==> src/rtl/spi_pkg.sv <==
// Shared SPI types and constants for the transfer arbiter: FSM states,
// transfer sizes, read-data mask helper and the default watchdog limit.
package spi_pkg;

  localparam int AWIDTH = 24;
  localparam int DWIDTH = 32;
  localparam int ARB_TIMEOUT_DEFAULT = 1024;

  typedef enum logic [2:0] {
    IDLE  = 3'd0,
    CHECK = 3'd1,
    ISSUE = 3'd2,
    WAIT  = 3'd3,
    RESP  = 3'd4
  } arb_state_t;

  // SZ_ILL names the reserved encoding so every 2-bit value casts cleanly.
  typedef enum logic [1:0] {
    SZ8    = 2'b00,
    SZ16   = 2'b01,
    SZ32   = 2'b10,
    SZ_ILL = 2'b11
  } xfer_size_t;

  function automatic logic [DWIDTH-1:0] size_mask(input xfer_size_t sz);
    case (sz)
      SZ8:     size_mask = {{(DWIDTH-8){1'b0}}, 8'hFF};
      SZ16:    size_mask = {{(DWIDTH-16){1'b0}}, 16'hFFFF};
      SZ32:    size_mask = '1;
      default: size_mask = '0;
    endcase
  endfunction

endpackage

==> src/rtl/rr_arbiter.sv <==
// Combinational round-robin pick: first valid requester after 'last',
// wrapping around; returns one-hot grant, its index and an any-valid flag.
module rr_arbiter #(
  parameter int N  = 4,
  parameter int IW = 2
) (
  input  logic [N-1:0]  valid,
  input  logic [IW-1:0] last,
  output logic [N-1:0]  grant,
  output logic [IW-1:0] idx,
  output logic          any
);

  logic [IW-1:0] cand;

  // Scan offsets from farthest to nearest so the nearest valid one wins.
  always_comb begin
    grant = '0;
    idx   = '0;
    any   = 1'b0;
    cand  = '0;
    for (int off = N; off >= 1; off--) begin
      cand = IW'((int'(last) + off) % N);
      if (valid[cand]) begin
        grant       = '0;
        grant[cand] = 1'b1;
        idx         = cand;
        any         = 1'b1;
      end
    end
  end

endmodule

==> src/rtl/spi_xfer_arbiter.sv <==
// Shares one SPI master between NUM_REQ requesters with round-robin grants,
// command legality checks and response return. Define SPI_ARB_TIMEOUT_EN for the watchdog.
module spi_xfer_arbiter
  import spi_pkg::*;
#(
  parameter int NUM_REQ     = 4,
  parameter int AWIDTH      = spi_pkg::AWIDTH,
  parameter int DWIDTH      = spi_pkg::DWIDTH,
  parameter int TIMEOUT_CYC = spi_pkg::ARB_TIMEOUT_DEFAULT
) (
  input  logic                        clk,
  input  logic                        rst_n,
  input  logic [NUM_REQ-1:0]          req_valid,
  output logic [NUM_REQ-1:0]          req_ready,
  input  logic [NUM_REQ-1:0]          req_write,
  input  logic [NUM_REQ*2-1:0]        req_size,
  input  logic [NUM_REQ*AWIDTH-1:0]   req_addr,
  input  logic [NUM_REQ*DWIDTH-1:0]   req_wdata,
  input  logic [NUM_REQ*2-1:0]        req_mode,
  output logic [NUM_REQ-1:0]          rsp_valid,
  output logic                        rsp_err,
  output logic [DWIDTH-1:0]           rsp_rdata,
  output logic                        m_start,
  output logic                        m_write,
  output logic [1:0]                  m_size,
  output logic [AWIDTH-1:0]           m_addr,
  output logic [DWIDTH-1:0]           m_wdata,
  output logic [1:0]                  m_mode,
  input  logic                        m_busy,
  input  logic                        m_done,
  input  logic [DWIDTH-1:0]           m_rdata
);

  localparam int IW = $clog2(NUM_REQ);

  arb_state_t          state_q, state_d;
  logic [IW-1:0]       last_grant_q, last_grant_d;
  logic [IW-1:0]       gidx_q, gidx_d;
  logic [NUM_REQ-1:0]  grant_q, grant_d;
  logic                write_q, write_d;
  logic [1:0]          size_q, size_d;
  logic [AWIDTH-1:0]   addr_q, addr_d;
  logic [DWIDTH-1:0]   wdata_q, wdata_d;
  logic [1:0]          mode_q, mode_d;
  logic                rsp_err_q, rsp_err_d;
  logic [DWIDTH-1:0]   rsp_rdata_q, rsp_rdata_d;

  logic [NUM_REQ-1:0]  req_ready_c, rsp_valid_c;
  logic                m_start_c;
  logic                illegal;
  logic                timeout_hit;
  logic [DWIDTH-1:0]   rdata_masked;

  logic [NUM_REQ-1:0]  arb_grant;
  logic [IW-1:0]       arb_idx;
  logic                arb_any;

  logic [1:0]          size_arr  [NUM_REQ];
  logic [AWIDTH-1:0]   addr_arr  [NUM_REQ];
  logic [DWIDTH-1:0]   wdata_arr [NUM_REQ];
  logic [1:0]          mode_arr  [NUM_REQ];

  for (genvar gi = 0; gi < NUM_REQ; gi++) begin : g_unpack
    assign size_arr[gi]  = req_size[gi*2 +: 2];
    assign addr_arr[gi]  = req_addr[gi*AWIDTH +: AWIDTH];
    assign wdata_arr[gi] = req_wdata[gi*DWIDTH +: DWIDTH];
    assign mode_arr[gi]  = req_mode[gi*2 +: 2];
  end

  rr_arbiter #(.N(NUM_REQ), .IW(IW)) u_rr (
    .valid (req_valid),
    .last  (last_grant_q),
    .grant (arb_grant),
    .idx   (arb_idx),
    .any   (arb_any)
  );

  always_comb begin
    case (xfer_size_t'(size_q))
      SZ16:    illegal = addr_q[0];
      SZ32:    illegal = |addr_q[1:0];
      SZ_ILL:  illegal = 1'b1;
      default: illegal = 1'b0;
    endcase
  end

  assign rdata_masked = m_rdata & DWIDTH'(size_mask(xfer_size_t'(size_q)));

`ifdef SPI_ARB_TIMEOUT_EN
  localparam int TW = $clog2(TIMEOUT_CYC) + 1;
  logic [TW-1:0] timer_q, timer_d;

  always_comb begin
    timer_d = timer_q;
    if (state_q == CHECK) begin
      timer_d = '0;
    end else if (state_q == ISSUE || state_q == WAIT) begin
      timer_d = timer_q + 1'b1;
    end
  end

  always_ff @(posedge clk or negedge rst_n) begin
    if (!rst_n) timer_q <= '0;
    else        timer_q <= timer_d;
  end

  assign timeout_hit = (state_q == ISSUE || state_q == WAIT) &&
                       (timer_q == TW'(TIMEOUT_CYC - 1));
`else
  logic unused_timeout;
  assign unused_timeout = (TIMEOUT_CYC > 0);
  assign timeout_hit    = 1'b0;
`endif

  always_comb begin
    state_d      = state_q;
    last_grant_d = last_grant_q;
    gidx_d       = gidx_q;
    grant_d      = grant_q;
    write_d      = write_q;
    size_d       = size_q;
    addr_d       = addr_q;
    wdata_d      = wdata_q;
    mode_d       = mode_q;
    rsp_err_d    = rsp_err_q;
    rsp_rdata_d  = rsp_rdata_q;
    req_ready_c  = '0;
    rsp_valid_c  = '0;
    m_start_c    = 1'b0;
    case (state_q)
      IDLE: begin
        if (arb_any) begin
          req_ready_c = arb_grant;
          grant_d     = arb_grant;
          gidx_d      = arb_idx;
          write_d     = req_write[arb_idx];
          size_d      = size_arr[arb_idx];
          addr_d      = addr_arr[arb_idx];
          wdata_d     = wdata_arr[arb_idx];
          mode_d      = mode_arr[arb_idx];
          state_d     = CHECK;
        end
      end
      CHECK: begin
        if (illegal) begin
          rsp_err_d   = 1'b1;
          rsp_rdata_d = '0;
          state_d     = RESP;
        end else begin
          state_d = ISSUE;
        end
      end
      ISSUE: begin
        if (timeout_hit) begin
          rsp_err_d   = 1'b1;
          rsp_rdata_d = '0;
          state_d     = RESP;
        end else if (!m_busy) begin
          m_start_c = 1'b1;
          state_d   = WAIT;
        end
      end
      WAIT: begin
        // The watchdog wins over an m_done arriving in the same cycle.
        if (timeout_hit) begin
          rsp_err_d   = 1'b1;
          rsp_rdata_d = '0;
          state_d     = RESP;
        end else if (m_done) begin
          rsp_err_d   = 1'b0;
          rsp_rdata_d = write_q ? '0 : rdata_masked;
          state_d     = RESP;
        end
      end
      RESP: begin
        rsp_valid_c  = grant_q;
        last_grant_d = gidx_q;
        state_d      = IDLE;
      end
      default: state_d = IDLE;
    endcase
  end

  always_ff @(posedge clk or negedge rst_n) begin
    if (!rst_n) begin
      state_q      <= IDLE;
      last_grant_q <= IW'(NUM_REQ - 1);
      gidx_q       <= '0;
      grant_q      <= '0;
      write_q      <= 1'b0;
      size_q       <= '0;
      addr_q       <= '0;
      wdata_q      <= '0;
      mode_q       <= '0;
      rsp_err_q    <= 1'b0;
      rsp_rdata_q  <= '0;
    end else begin
      state_q      <= state_d;
      last_grant_q <= last_grant_d;
      gidx_q       <= gidx_d;
      grant_q      <= grant_d;
      write_q      <= write_d;
      size_q       <= size_d;
      addr_q       <= addr_d;
      wdata_q      <= wdata_d;
      mode_q       <= mode_d;
      rsp_err_q    <= rsp_err_d;
      rsp_rdata_q  <= rsp_rdata_d;
    end
  end

  // req_ready is combinational from req_valid, so mask it while reset is held.
  assign req_ready = req_ready_c & {NUM_REQ{rst_n}};
  assign rsp_valid = rsp_valid_c;
  assign rsp_err   = rsp_err_q;
  assign rsp_rdata = rsp_rdata_q;
  assign m_start   = m_start_c;
  assign m_write   = write_q;
  assign m_size    = size_q;
  assign m_addr    = addr_q;
  assign m_wdata   = wdata_q;
  assign m_mode    = mode_q;

endmodule

==> config.mk <==
export PLATFORM = sky130hd
export DESIGN_NAME = spi_xfer_arbiter
export DESIGN_NICKNAME = d
export VERILOG_FILES = /design/src/rtl/spi_pkg.sv /design/src/rtl/rr_arbiter.sv /design/src/rtl/spi_xfer_arbiter.sv
export SDC_FILE = /design/constraint.sdc
export NUM_CORES = 1
export LEC_CHECK = 0
export CELL_PAD_IN_SITES_DETAIL_PLACEMENT = 1
export CELL_PAD_IN_SITES_GLOBAL_PLACEMENT = 1
export CORE_MARGIN = 10
export CORE_UTILIZATION = 25
export CTS_BUF_LIST = sky130_fd_sc_hd__clkbuf_4
export DETAILED_ROUTE_END_ITERATION = 10
export PLACE_DENSITY_LB_ADDON = 0.1
export SYNTH_ARGS = -nofsm -noshare
export SYNTH_HDL_FRONTEND = slang
export SYNTH_SLANG_ARGS = --single-unit
==> constraint.sdc <==
create_clock -name clk -period 4.3 [get_ports clk]
set_input_delay 0.86 -clock clk [delete_from_list [all_inputs] [get_ports clk]]
set_output_delay 0.86 -clock clk [all_outputs]
set_load 0.05 [all_outputs]
Word-level counts from Yosys, hierarchy flattened
Index checks and enable logic that the tools add are counted.

storage, ports and cells
  register bits = 105
  latch bits = 0
  bits in read-only memories = 0
  memories kept = 0
  input bits = 284
  output and inout port bits = 103
  memory bits (writable) = 0

operators by class
  bitwise operators = 3
  add/sub/neg operators = 4
  reductions and logical operators = 11
  $mul = 0
  divide/modulo/power cells = 0
  $lt $le $gt $ge = 10
  eq/ne operators = 11
  shift-type cells = 0
  mux-type cells = 61

operators by type and width
  cell                   count
  $mux W32               5
  $pmux W32 S3           1
  $bmux W32 S2           1
  $pmux W32 S2           1
  $bmux W24 S2           1
  $mux W24               2
  $and A32 B32 Y32       1
  $mux W4                7
  $mux W1                17
  $mux W2                8
  $lt A2 B3 Y1 const B   5
  $mux W3                4
  $pmux W3 S4            1
  $bmux W1 S2            5
  $bmux W2 S2            2
  $demux W1 S2           4
  $ge A2 B1 Y1 const B   4
  $ne A2 B2 Y1 const B   4
  $eq A3 B2 Y1 const B   2
  $reduce_and A3 Y1      2
  $add A2 B1 Y2 const B  2
  $add A2 B2 Y2 const B  2
  $and A4 B4 Y4          1
  $eq A2 B2 Y1 const B   2
  other kinds (13)       16

Depth between registers and ports, before layout
  depth in word-level cells = 12
  depth in mapped cells = 13
  mapped depth without buffers = 8

By module
Synthesis repeated with hierarchy kept, for this count alone.

second synthesis, totals
  cell total of the unflattened synthesis = 411
  area total of the unflattened synthesis = 6150.9 sq um

modules (own cells, without submodules)
  module            sequential area each (sq um)  instances  area each (sq um)  cells each
  spi_xfer_arbiter  2630.0                        1          5611.6             342
  rr_arbiter        0.0                           1          539.3              69

Worst setup path after synthesis
OpenSTA, ideal clock, no wires.

  kind = register to output
  start point = reg last_grant_q[0]
  end point = out req_ready[0]
  path slack = 0.043 ns
  stages on the path, launching flop included = 12
  arrival = 3.397 ns
  buffers on the path = 4
  cells stage by stage = dfstp_2 buf_2 clkbuf_1 inv_1 ha_1 buf_2 mux4_2 or4_4 and2_1 buf_2 nand2_1 nor2_1

between the ends
  word-level cells in the longest chain between the ends = 12
  elaborated cells on any way between the ends = 43
  classes of those cells = 4 x add/sub; 8 x order compare; 26 x mux; 1 x bitwise; 4 x reduce/logical

ends and longest elaborated chain
  element                                                                    RTL line                 text
  start, declared                                                            spi_xfer_arbiter.sv:37   logic [IW-1:0] last_grant_q, last_grant_d;
  start signal, assigned                                                     spi_xfer_arbiter.sv:187  last_grant_q <= IW'(NUM_REQ - 1);
  start signal, assigned                                                     spi_xfer_arbiter.sv:199  last_grant_q <= last_grant_d;
  $add A2 B1 Y2                                                              rr_arbiter.sv:23         cand = IW'((int'(last) + off) % N);
  $lt A2 B3 Y1 (not written as such) / $ge A2 B1 Y1 (equally long branches)  rr_arbiter.sv:26         grant[cand] = 1'b1;
  $logic_and A1 B1 Y1 (not written as such)                                  rr_arbiter.sv:26
  $mux W1 (not written as such)                                              rr_arbiter.sv:26
  $demux W1 S2                                                               n/a
  $mux W4 (4 in a row)                                                       rr_arbiter.sv:24         if (valid[cand]) begin
  $mux W4 *                                                                  spi_xfer_arbiter.sv:132  if (arb_any) begin
  $mux W4 *                                                                  spi_xfer_arbiter.sv:130  case (state_q)
  $and A4 B4 Y4 *                                                            spi_xfer_arbiter.sv:213  assign req_ready = req_ready_c & {NUM_REQ{rst_n}};
  end, declared                                                              spi_xfer_arbiter.sv:14   output logic [NUM_REQ-1:0] req_ready,

Every way passes the cells marked *; elsewhere a longest branch is shown, timed or not. The select of a mux whose other input is x is not followed.

Worst setup path in the final report
  start point = reg last_grant_q[1]
  end point = out req_ready[3]

The elaborated chain is that of the path after synthesis.

==> key figures <==
Power
  – Worst VDD drop: 0.000437 V
  – P_int: 4.09 mW
  – Clock Power Share: 6.1%
  – Total power: between 8 and 9 mW
  – Sw Share: 54.3%
  – Sequential fraction of design power: 19.8%
  – Logic gate share of total power: 74.0%
  – Leakage power: around 4.5 nW
  – Net Sw Power: 4.87 mW
  – Pwr dens: roughly 830 nW/um^2

Drt
  – Detail Route Antenna Nets: 0
  – Initial DRC Count: 268
  – Drc violations: 0
  – Via density per instance: 4.99
  – Post-Route WL: 33.1 mm
  – Drt pass-1 iters: 5
  – DR vias: ~6,900
  – Drt wl/cell: between 20 and 25 um

Timing
  – Slew headroom: 41.3%
  – Minimum clock period: 4.15 ns
  – Period utilization: 96.5%
  – Worst-Margin Slew: 0.881 ns
  – Hold Violations, Final: 0
  – Final count of negative-setup-slack endpoints: 0
  – Total Negative Setup Slacks: 0 ns
  – Worst clock skew: 0.0254 ns
  – Slew Viols, Final: 0
  – Minimum hold slack: ~0.47 ns
  – Fmax: 0.241 GHz

Global routing
  – Initial antenna violation count: 5
  – Remaining Overflow, GRT: 0
  – Global-route wire length before repair: 49.7 mm
  – Pin count of the biggest net entering global routing: 69
  – Number of global-route vias before repair: 7,669
  – GR Util All Layers: 19.4%

Synthesis
  – Syn nets: around 1,000
  – Largest cells by area after synthesis: dfrtp_1 40%, mux2i_1 9.7%, a21o_1 6.9%
  – Mapped Cells: a little under 700
  – Fraction of the mapped netlist area in simple logic gates: 12.8%
  – Syn avg cell area: 9.41 um^2
  – Distinct cells, synth: 48
  – Adder-cell share of the synthesized area: 2.50%
  – Yosys top cell area share: about two fifths
  – Dominant synthesized flop cell: dfrtp_1
  – Largest family of logic cells by synthesized area: compound AO/OA/AOI/OAI gates
  – YS warnings: 0
  – Most numerous cell in the Yosys netlist: dfrtp_1
  – Compound-Gate Fraction of Synth Area: 27.0%
  – Cell taking the most area after synthesis: dfrtp_1
  – Post-synth ARST share: 100%
  – EDFF count, synth: 0
  – Synth Register Bits: 105
  – Post-Synthesis Cell Area: 6500 um^2
  – Sequential-to-total area share from yosys stat: 40.5%
  – Post-Synth XOR/XNOR Area: 0%
  – Mux share of post-synthesis cell area: a little under an eighth
  – Post-synth top cells: 103 x dfrtp_1, 71 x nand2_1, 69 x o21ai_0

Clocking
  – CTS Buf Count: 9
  – CTS Root Cell: clkbuf_4
  – TritonCTS clock tree: built
  – Worst-skew pair later-pin latency: 0.49 ns
  – H-tree Lvls: 3
  – Clk pin slew, worst setup/hold paths: 0.18 ns
  – TritonCTS sink count: 105
  – CTS max path bufs: 2
  – CTS Hold Bufs: 0

Setup path
  – Worst Setup EP: req_ready[3]
  – Worst path max stage delay: 0.63 ns
  – Worst EP arrival: 3.29 ns
  – Delay-heaviest family, CP: simple AND/OR/NAND/NOR gates
  – Critical path capture point type: primary output
  – Crit. Startpoint: last_grant_q[1]
  – Crit-path max FO: 7
  – WP buf/inv: 3
  – Reg2reg path depth: 9
  – Critical Path RT: 3.44 ns
  – Worst r2r dst: m_wdata[19]
  – Worst reg2reg startpoint: last_grant_q[1]
  – Worst path most repeated cell: buf_4
  – Crit path depth: 9
  – Slowest-stage cell, CP: dfstp_2
  – Critical Path Source Type: flop
  – Worst-path cell chain: inv_1 -> ha_1 -> buf_4 -> mux4_2 -> or4_4 -> and2_1 -> nand2_1 -> nor2_1 -> buf_4
  – Worst R2R Setup Slack: 0.93 ns
  – Critical path class: reg -> out

Finish
  – Synth-to-layout area growth: 66.7%
  – Storage cell area: 2630 um^2
  – Fillcell total: 2,907
  – Share of layout cells above drive strength 1: 6.18%
  – Multi-input logic area: between 3000 and 4000 um^2
  – Nets: ~1,300

Placed design
  – RD Place Congestion: roughly 0.75
  – Detailed Place HPWL: around 25 mm
  – Port bufs: 386

Die
  – Cell row count: 58
  – Die W: roughly 180 um
  – Core area: roughly 25,000 um^2
  – Chip height: roughly 180 um
  – Boundary Pins: 387
  – Starting Density: between 20% and 30%
  – Die Area: 32,800 um^2

Flow run
  – Max Cap Violations: 0

Outcome
  – Status: finished clean

Min path
  – Hold Path Class: in -> async
-- cell type report --
| type | count | share of cell area, % |
|---|---|---|
| Sequential cell | 105 | 24.3 |
| Clock inverter | 6 | 0.635 |
| Timing Repair Buffer | 413 | 37.9 |
| Antenna cell | 5 | 0.115 |
| Tap cell | 330 | 3.81 |
| Multi-Input combinational cell | 510 | 32.4 |
| Inverter | 8 | 0.277 |
| Clock buffer | 9 | 0.624 |
-- state kept, by name, indices dropped and copies added, names as in the netlist --
register,cells
m_wdata,32
rsp_rdata,32
m_addr,24
grant_q,4
state_q,3
gidx_q,2
last_grant_q,2
m_mode,2
m_size,2
m_write,1
rsp_err,1
-- worst min-delay path by stage --
stage / startpoint / depth (start not counted) / to / slack, ns
2_1_floorplan: grant_q[0] / 2 / grant_q[0] / 0.44
3_3_place_gp: grant_q[1] / 2 / grant_q[1] / 0.46
3_5_place_dp: grant_q[3] / 2 / grant_q[3] / 0.47
4_1_cts: rst_n / 2 / grant_q[0] / 0.45
5_1_grt: rst_n / 2 / grant_q[2] / 0.48
6_report: rst_n / 2 / grant_q[2] / 0.47
-- layer usage --
| metal | vias up | GRT usage, % | part of all wire (%) |
|---|---|---|---|
| met4 | 0 | 4.33 | 1.1 |
| met3 | 19 | 8.07 | 9.1 |
| met2 | 254 | 33.1 | 49 |
| li1 | 3264 | - | - |
| met1 | 3377 | 22.3 | 40 |
| met5 | - | 0 | 0 |
-- cells in the final DEF, fill, tap and decap left out, drive strengths merged, types with 2 or more instances in the layout --
cell type | synthesis | final
clkinv | 0 | 2
and3 | 4 | 4
or4 | 2 | 2
clkdlybuf4s50 | 0 | 381
clkinvlp | 0 | 2
nand2 | 72 | 72
mux2 | 2 | 2
a22o | 32 | 32
nand3 | 61 | 61
dfstp | 2 | 2
and2 | 3 | 3
clkbuf | 41 | 9
a21o | 60 | 60
nor2 | 13 | 13
ha | 13 | 13
nor2b | 8 | 8
inv | 8 | 9
o21a | 2 | 2
o221ai | 3 | 3
a21oi | 9 | 9
diode | 0 | 5
o21ai | 71 | 71
o211ai | 59 | 59
mux4 | 4 | 4
nor3 | 8 | 8
nand2b | 2 | 2
o22a | 2 | 2
buf | 27 | 32
mux2i | 63 | 63
dfrtp | 103 | 103
a221oi | 4 | 4
-- cells by family (layout without fill, tap and decap cells) --
family	count (synthesis)	in the layout
AOI/OAI and AO/OA	251	251
and+or+nand+nor	177	177
DFF	105	105
buffers and inverters	76	436
muxes	69	69
adders and majority gates	13	13
other	0	5
-- through the flow --
| stage | instances | instance area, um^2 | utilization [%] | worst slack, ns |
|---|---|---|---|---|
| final | 1386 | 10800 | 42.7 | 0.149 |
| after global routing | 1386 | 10800 | 42.7 | -0.00161 |
| after CTS | 1379 | 10800 | 42.5 | 0.00226 |
| after detailed placement | 1364 | 10700 | 42.0 | 0.226 |
| after global placement | 1364 | 10700 | 42.0 | 0.261 |
| after floorplan | 691 | 6500 | - | 0.0429 |
-- power by group through the flow --
| stage | Combinational [mW] | Sequential [mW] | Clock, mW |
|---|---|---|---|
| 6_report | 6.63 | 1.77 | 0.550 |
| 5_1_grt | 7.15 | 1.84 | 0.615 |
| 4_1_cts | 6.71 | 1.78 | 0.589 |
| 3_5_place_dp | 6.69 | 1.81 | 0 |
| 3_3_place_gp | 6.66 | 1.79 | 0 |
| 2_1_floorplan | 3.05 | 3.17 | 0 |
-- worst reg2reg max path, cell delays in order (launching register included) --
cell and delay (ns):
dfstp_2 0.63, inv_1 0.15, ha_1 0.37, mux4_2 0.53
buf_4 0.21, o22a_1 0.30, or3_2 0.50, buf_4 0.29
a21o_1 0.25, o211ai_1 0.09
-- what timing repair did --
action | 4_1_cts | 5_1_grt
setup endpoints to repair | 0 | 4
gates resized for setup | 0 | 1
buffers inserted | 0 | 2
No activity file was read; power rests on OpenSTA's default activity.
